`src/rtl/fetch_if.sv`:
```
// Signal bundle between the fetch stage and its neighbours (Decode, hazard unit, imem).
// master = fetch stage; slave = the surrounding pipeline and instruction memory.
interface fetch_if #(parameter int ADDR_BITS = 10) ();
  logic                 stall;
  logic                 flush;
  logic                 redirect;
  logic [31:0]          redirectTarget;
  logic                 halt;
  logic [ADDR_BITS-1:0] imemAddr;
  logic [31:0]          imemData;
  logic [31:0]          instrD;
  logic [31:0]          pcD;
  logic                 bubbleD;
  logic [31:0]          pcF;
  logic                 halted;
  logic                 fault;
  logic [31:0]          fetchCount;
  logic [1:0]           state;

  // Control inputs are level signals sampled on each rising edge; there is
  // no valid/ready pair: stall is the only back-pressure and holds everything.
  modport master (
    input  stall, flush, redirect, redirectTarget, halt, imemData,
    output imemAddr, instrD, pcD, bubbleD, pcF, halted, fault, fetchCount, state
  );
  modport slave (
    output stall, flush, redirect, redirectTarget, halt, imemData,
    input  imemAddr, instrD, pcD, bubbleD, pcF, halted, fault, fetchCount, state
  );
endinterface

```
`src/rtl/fetch_stage.sv`:
```
// MIPS instruction fetch stage with IF/ID register, delay-slot redirects,
// syscall halt and illegal-redirect fault. State is exported on bus.state.
module fetch_stage #(
  parameter logic [31:0] RESET_PC   = 32'h0000_3000,
  parameter int          IMEM_WORDS = 1024,
  parameter int          ADDR_BITS  = 10
) (
  input logic      clk,
  input logic      reset,
  fetch_if.master  bus
);

  typedef enum logic [1:0] {RUN = 2'd0, HALTED = 2'd1, FAULT = 2'd2} state_t;

  localparam logic [32:0] MEM_END = {1'b0, RESET_PC} + 33'(4 * IMEM_WORDS);

  state_t      state, state_next;
  logic [31:0] pc_f, pc_f_next;
  logic [31:0] instr_d, instr_d_next;
  logic [31:0] pc_d, pc_d_next;
  logic        bubble_d, bubble_d_next;
  logic [31:0] count, count_next;
  logic        halted, halted_next;
  logic        fault, fault_next;
  logic [31:0] pc_offset;
  logic        bad_target;

  assign pc_offset  = pc_f - RESET_PC;
  assign bad_target = (bus.redirectTarget[1:0] != 2'b00)
                   || (bus.redirectTarget < RESET_PC)
                   || ({1'b0, bus.redirectTarget} >= MEM_END);

  always_ff @(posedge clk) begin
    if (!reset) begin
      state    <= RUN;
      pc_f     <= RESET_PC;
      instr_d  <= 32'h0;
      pc_d     <= RESET_PC;
      bubble_d <= 1'b1;
      count    <= 32'h0;
      halted   <= 1'b0;
      fault    <= 1'b0;
    end else begin
      state    <= state_next;
      pc_f     <= pc_f_next;
      instr_d  <= instr_d_next;
      pc_d     <= pc_d_next;
      bubble_d <= bubble_d_next;
      count    <= count_next;
      halted   <= halted_next;
      fault    <= fault_next;
    end
  end

  always_comb begin
    state_next    = state;
    pc_f_next     = pc_f;
    instr_d_next  = instr_d;
    pc_d_next     = pc_d;
    bubble_d_next = bubble_d;
    count_next    = count;
    halted_next   = halted;
    fault_next    = fault;
    case (state)
      RUN: begin
        if (bus.stall) begin
          // flush still injects a bubble while the PC is frozen
          if (bus.flush) begin
            instr_d_next  = 32'h0;
            bubble_d_next = 1'b1;
          end
        end else if (bus.halt) begin
          instr_d_next  = 32'h0;
          bubble_d_next = 1'b1;
          halted_next   = 1'b1;
          state_next    = HALTED;
        end else if (bus.redirect && bad_target) begin
          // delay slot still delivered; PC freezes on the faulting fetch
          instr_d_next  = bus.imemData;
          pc_d_next     = pc_f;
          bubble_d_next = 1'b0;
          count_next    = count + 32'd1;
          fault_next    = 1'b1;
          state_next    = FAULT;
        end else begin
          pc_f_next = bus.redirect ? bus.redirectTarget : pc_f + 32'd4;
          if (bus.flush) begin
            instr_d_next  = 32'h0;
            bubble_d_next = 1'b1;
          end else begin
            instr_d_next  = bus.imemData;
            pc_d_next     = pc_f;
            bubble_d_next = 1'b0;
            count_next    = count + 32'd1;
          end
        end
      end
      default: begin
        instr_d_next  = 32'h0;
        bubble_d_next = 1'b1;
      end
    endcase
  end

  assign bus.imemAddr   = ADDR_BITS'(pc_offset >> 2);
  assign bus.instrD     = instr_d;
  assign bus.pcD        = pc_d;
  assign bus.bubbleD    = bubble_d;
  assign bus.pcF        = pc_f;
  assign bus.halted     = halted;
  assign bus.fault      = fault;
  assign bus.fetchCount = count;
  assign bus.state      = state;

endmodule

```
`src/flat_wrapper.sv`:
```
// flat-port wrapper written by rule: the top's interface ports become plain ports
module fetch_stage_flat 
#(
  parameter logic [31:0] RESET_PC   = 32'h0000_3000,
  parameter int          IMEM_WORDS = 1024,
  parameter int          ADDR_BITS  = 10
)
  (clk, reset, bus_stall, bus_flush, bus_redirect, bus_redirectTarget, bus_halt, bus_imemData, bus_imemAddr, bus_instrD, bus_pcD, bus_bubbleD, bus_pcF, bus_halted, bus_fault, bus_fetchCount, bus_state);
  fetch_if #(.ADDR_BITS(ADDR_BITS)) bus_i ();
  input logic clk;
  input logic reset;
  input wire logic [$bits(bus_i.stall)-1:0] bus_stall;
  input wire logic [$bits(bus_i.flush)-1:0] bus_flush;
  input wire logic [$bits(bus_i.redirect)-1:0] bus_redirect;
  input wire logic [$bits(bus_i.redirectTarget)-1:0] bus_redirectTarget;
  input wire logic [$bits(bus_i.halt)-1:0] bus_halt;
  input wire logic [$bits(bus_i.imemData)-1:0] bus_imemData;
  output wire logic [$bits(bus_i.imemAddr)-1:0] bus_imemAddr;
  output wire logic [$bits(bus_i.instrD)-1:0] bus_instrD;
  output wire logic [$bits(bus_i.pcD)-1:0] bus_pcD;
  output wire logic [$bits(bus_i.bubbleD)-1:0] bus_bubbleD;
  output wire logic [$bits(bus_i.pcF)-1:0] bus_pcF;
  output wire logic [$bits(bus_i.halted)-1:0] bus_halted;
  output wire logic [$bits(bus_i.fault)-1:0] bus_fault;
  output wire logic [$bits(bus_i.fetchCount)-1:0] bus_fetchCount;
  output wire logic [$bits(bus_i.state)-1:0] bus_state;
  assign bus_i.stall = bus_stall;
  assign bus_i.flush = bus_flush;
  assign bus_i.redirect = bus_redirect;
  assign bus_i.redirectTarget = bus_redirectTarget;
  assign bus_i.halt = bus_halt;
  assign bus_i.imemData = bus_imemData;
  assign bus_imemAddr = bus_i.imemAddr;
  assign bus_instrD = bus_i.instrD;
  assign bus_pcD = bus_i.pcD;
  assign bus_bubbleD = bus_i.bubbleD;
  assign bus_pcF = bus_i.pcF;
  assign bus_halted = bus_i.halted;
  assign bus_fault = bus_i.fault;
  assign bus_fetchCount = bus_i.fetchCount;
  assign bus_state = bus_i.state;
  fetch_stage #(.RESET_PC(RESET_PC), .IMEM_WORDS(IMEM_WORDS), .ADDR_BITS(ADDR_BITS)) u_core (.clk(clk), .reset(reset), .bus(bus_i));
endmodule
```
`config.mk`:
```
export PLATFORM = sky130hd
export DESIGN_NAME = fetch_stage_flat
export DESIGN_NICKNAME = d
export VERILOG_FILES = /design/src/rtl/fetch_if.sv /design/src/rtl/fetch_stage.sv /design/src/flat_wrapper.sv
export SDC_FILE = /design/constraint.sdc
export NUM_CORES = 1
export LEC_CHECK = 0
export ABC_CLOCK_PERIOD_IN_PS = 2600
export BUFFER_PORTS_ARGS = -buffer_cell sky130_fd_sc_hd__buf_2
export CAP_MARGIN = 20
export CORE_UTILIZATION = 50
export CTS_CLUSTER_SIZE = 8
export DETAILED_ROUTE_END_ITERATION = 8
export GPL_ROUTABILITY_DRIVEN = 1
export GPL_TIMING_DRIVEN = 0
export HOLD_SLACK_MARGIN = 0.12
export PLACE_DENSITY = 0.81
export REMOVE_ABC_BUFFERS = 1
export SYNTH_ARGS = -nofsm -noshare
export SYNTH_HDL_FRONTEND = slang
export SYNTH_SLANG_ARGS = --single-unit
export TNS_END_PERCENT = 100
```
`constraint.sdc`:
```
create_clock -name clk -period 2.6 [get_ports clk]
set_input_delay 0.13 -clock clk [delete_from_list [all_inputs] [get_ports clk]]
set_output_delay 0.13 -clock clk [all_outputs]
set_load 0.02 [all_outputs]
```
* Word-level counts from Yosys, hierarchy flattened *
Index checks and enable logic that the tools add are counted.

word-level totals
  flip-flop bits (word level) = 133
  bits of input ports = 70
  output and inout bits = 143
  word-level logic and storage cells = 47

cells by class
  $add $sub $neg = 3
  $lt $le $gt $ge = 2
  equality and inequality tests = 2
  muxes and demuxes = 17
  bitwise logic cells = 3
  reductions and logical operators = 12

operators by type and width
  operator               number
  $mux 32                10
  $add 32x1->32 const B  1
  $add 32x3->32 const B  1
  $ge 32x15->1 const B   1
  $lt 32x14->1 const B   1
  $reduce_and 4->1       3
  $sub 12x1->12 const B  1
  $reduce_and 3->1       2
  $mux 1                 5
  $mux 2                 2
  $ne 2x1->1 const B     2
  $reduce_bool 2->1      2
  $not 1->1              3
  $logic_not 2->1        1
  $logic_or 1x1->1       2
  $reduce_and 2->1       1
  $logic_and 1x1->1      1

* Logic depth before layout (Yosys ltp) *
  depth after elaboration = 7
  gate-level depth with buffers = 8
  mapped depth without buffers = 6

* Least setup slack after synthesis *
No wires, ideal clock.

  path kind = flip-flop to flip-flop
  start = reg u_core.pc_f[8] (netlist: u_core.bus.pcF[8])
  end = reg u_core.pc_f[15] (netlist: u_core.bus.pcF[15])
  library setup time = 0.128 ns
  arrival time = 2.081 ns
  data required time = 2.472 ns
  path slack = 0.392 ns
  cell stages (with the launch flop) = 7
  path buffers = 1
  period minus slack after synthesis = 2.208 ns
  cell sequence = dfxtp_1 -> clkbuf_1 -> nand4_1 -> nor4_2 -> mux2_2 -> a22oi_1 -> nor2_1

on the way
  word-level cells in the longest chain between the ends = 2

ends and longest elaborated chain
  item                      RTL line           source
  start: declaration        fetch_stage.sv:18  logic [31:0] pc_f, pc_f_next;
  start signal: assignment  fetch_stage.sv:45  pc_f <= pc_f_next;
  $add 32x3->32             fetch_stage.sv:86  pc_f_next = bus.redirect ? bus.redirectTarget : pc_f + 32'd4;
  $mux 32                   fetch_stage.sv:86

No other way between the ends.
A chain may end at the register's enable or synchronous reset.

* Worst setup path in the final report *
  start = reg u_core.pc_f[2] (netlist: u_core.bus.pcF[2])
  end = reg u_core.pc_f[20] (netlist: u_core.bus.pcF[20])

The elaborated chain is that of the path after synthesis.

==> flow_summary.json <==
{
  "ant_nets": 0,
  "grt_pass1_wl_mm": 27.0,
  "syn_area_per_cell_um2": 8.30,
  "drc": 0,
  "power_density_mw_per_mm2": 599,
  "setup_viol_count_final": 0,
  "crit_arrival_ns": 2.84,
  "finalPower_uw": 4770,
  "period_needed_ns": 2.51,
  "antenna_cells": 0,
  "ys_types": 54,
  "synth_commonest_cells": "133 x dfxtp_1, 113 x nand2_1, 78 x a21oi_1",
  "layout-drive-gt1-share_pct": 28.8,
  "cts_sinks": 133,
  "clk_pin_slew_ns": 0.06,
  "yosysMostFrequentCell": "dfxtp_1",
  "required_ns": 2.93,
  "status": "finished, final reports clean",
  "num_vias": 6274,
  "rsz0062_at_grt": "yes",
  "clk_latency_ns": 0.41,
  "fmax_mhz": 398,
  "synthesis.area_mm2": 0.00579,
  "fin_util_pct": 71.8,
  "initial_core_util_pct": 52.3,
  "die_y_um": 110,
  "layout.nets": 1002,
  "ys_ff_latch": 133,
  "io_pins": 213,
  "netlist_top_cells_area": "dfxtp_1 46%, nand2_1 7.3%, a21oi_1 6.7%",
  "yosysWarnings": 0,
  "nFillCells": 901,
  "grt_usage_pct": 29.1,
  "cts_root_buffer": "clkbuf_16",
  "cts.htree.levels": 4,
  "viasPerCell": 5.79,
  "place_hpwl_mm": 10.9,
  "synth_edf_count": 0,
  "worst_slew_pin_slew_ns": 1.04,
  "maxSlewViolCount": 0,
  "synth_top_area_share_pct": 46.0,
  "antenna_found_initial": 0,
  "final.setup_skew_ns": 0.00843,
  "hold_viol": 0,
  "first_pass_iters": 6,
  "gp_congestion": 0.861,
  "leakage_uw": 0.00338,
  "period_share_pct": 96.6,
  "yosys_most_used_dff": "dfxtp_1",
  "min_path_type": "input port to register",
  "fp-row-count": 38,
  "drt_wl_total_mm": 17.7,
  "cts_tree": "yes",
  "peakVddDrop_mv": 0.565,
  "cts_inserted_buffers": 17,
  "numPortBuffers": 212,
  "start_kind": "register",
  "holdWs_ns": 0.147,
  "yosys.area.top_type": "dfxtp_1",
  "synthCells": 698,
  "seqCellArea_mm2": 0.00266,
  "synth_seq_area_share_pct": 46.0,
  "cap_violations": 0,
  "maxSlewHeadroom_pct": 30.1,
  "first_global_vias": 5442,
  "fp.coreArea_mm2": 0.0111,
  "die-area_mm2": 0.0120,
  "path_max_fanout": 9,
  "clock_path_buffers": 2,
  "worstSetupPathType": "register to register",
  "synthArstFlopShare_pct": 0,
  "multi_input_area_mm2": 0.00287,
  "die_x_um": 110,
  "grt_max_degree": 84,
  "area_delta_synth_final_pct": 37.4,
  "wl_per_cell_um": 16.4,
  "end_kind": "register",
  "gr-total-overflow": 0,
  "drt_iter0_markers": 478
}
## state kept, by name, indices dropped and copies added (netlist names)
signal                 count
u_core.bus.halted          1
u_core.bus.fault           1
u_core.bus.instrD         32
u_core.bus.bubbleD         1
u_core.bus.pcF            32
u_core.bus.fetchCount     32
u_core.bus.pcD            32
u_core.bus.state           2
## cell type report
type,count,share of cell area (%)
clock buffers,18,5.39
clock inverters,14,1.71
inverters,12,0.597
multi-input cells,497,36.1
flip-flops and latches,133,33.5
well taps,140,2.20
repair buffers,269,20.6
## stage by stage
step	worst slack (ns)	setup TNS, ns	area, um^2	std cells
5_1_grt	-0.0530	-0.0752	7960	1083
3_5_place_dp	-0.283	-10.15	6860	999
4_1_cts	0.0142	0	7930	1081
3_3_place_gp	-2.25	-111.83	6770	994
2_1_floorplan	-0.731	-24.11	5530	642
6_report	0.0889	0	7960	1083
## final timing paths
path	start	endpoint	slack [ns]	cells after the start
setup / recovery	u_core.bus.pcF[2]$_SDFFE_PN0P_	u_core.bus.pcF[20]$_SDFFE_PN0P_	0.09	6
hold / removal	bus_redirectTarget[11]	u_core.bus.pcF[11]$_SDFFE_PN0P_	0.15	5
setup reg to reg	u_core.bus.pcF[2]$_SDFFE_PN0P_	u_core.bus.pcF[20]$_SDFFE_PN0P_	0.09	6
hold reg to reg	u_core.bus.bubbleD$_SDFFE_PN1P_	u_core.bus.bubbleD$_SDFFE_PN1P_	0.45	2
## kinds of logic after synthesis
kind of cell / share of synthesized area (%)
multiplexers: 1.77
XOR/XNOR: 0.756
adder cells (fa/ha/maj): 0.432
AO/OA/AOI/OAI: 22.6
AND/OR/NAND/NOR: 23.2
flip-flops: 46.0
buffers and inverters: 5.23
## what timing repair did
action,CTS,global route
setup buffers,4,2
resized for setup,3,2
hold endpoints to repair,47,0
endpoints found under the setup margin,54,17
hold buffers,46,0
pin swaps,1,1
## layer usage
layer,wire length (um),track usage (%),up-vias
li1,-,-,3022
met1,7360,35.5,2938
met2,8840,48.4,273
met3,1140,7.82,41
met4,392,11.8,0
met5,0,0,-
## cells in the final DEF (no fill, tap or decap), types with 5 or more instances in the layout
| cell type | synthesis | layout |
|---|---|---|
| or4_1 | 13 | 12 |
| o31ai_1 | 13 | 13 |
| clkbuf_16 | 0 | 17 |
| dlygate4sd3_1 | 0 | 46 |
| or3_1 | 12 | 12 |
| nand2_1 | 113 | 113 |
| a22o_1 | 33 | 33 |
| nor3_1 | 9 | 9 |
| buf_4 | 10 | 9 |
| clkinv_2 | 0 | 7 |
| nand3_1 | 30 | 30 |
| and3_1 | 9 | 9 |
| nand4_1 | 18 | 18 |
| o211ai_1 | 5 | 5 |
| dfxtp_1 | 133 | 133 |
| nor2_1 | 44 | 43 |
| nor4_1 | 14 | 12 |
| a31oi_1 | 8 | 8 |
| o22ai_1 | 7 | 7 |
| inv_1 | 12 | 11 |
| buf_2 | 8 | 212 |
| o21ai_0 | 28 | 28 |
| mux2i_1 | 8 | 8 |
| a21oi_1 | 78 | 77 |
## worst max-delay path, stage by stage, from the launching register on
cell and delay [ns]:
dfxtp_1 0.50, ha_1 0.37, nand4_1 0.14, nor4_1 0.81, and4b_1 0.33, a21oi_1 0.06
o31ai_1 0.21
## power by group
group	internal (uW)	leakage [uW]	switching, uW
Clock	1400	0.000279	896
Sequential	2070	0.00107	28.8
Combinational	157	0.00203	218
Power figures use the tool's default switching activity.
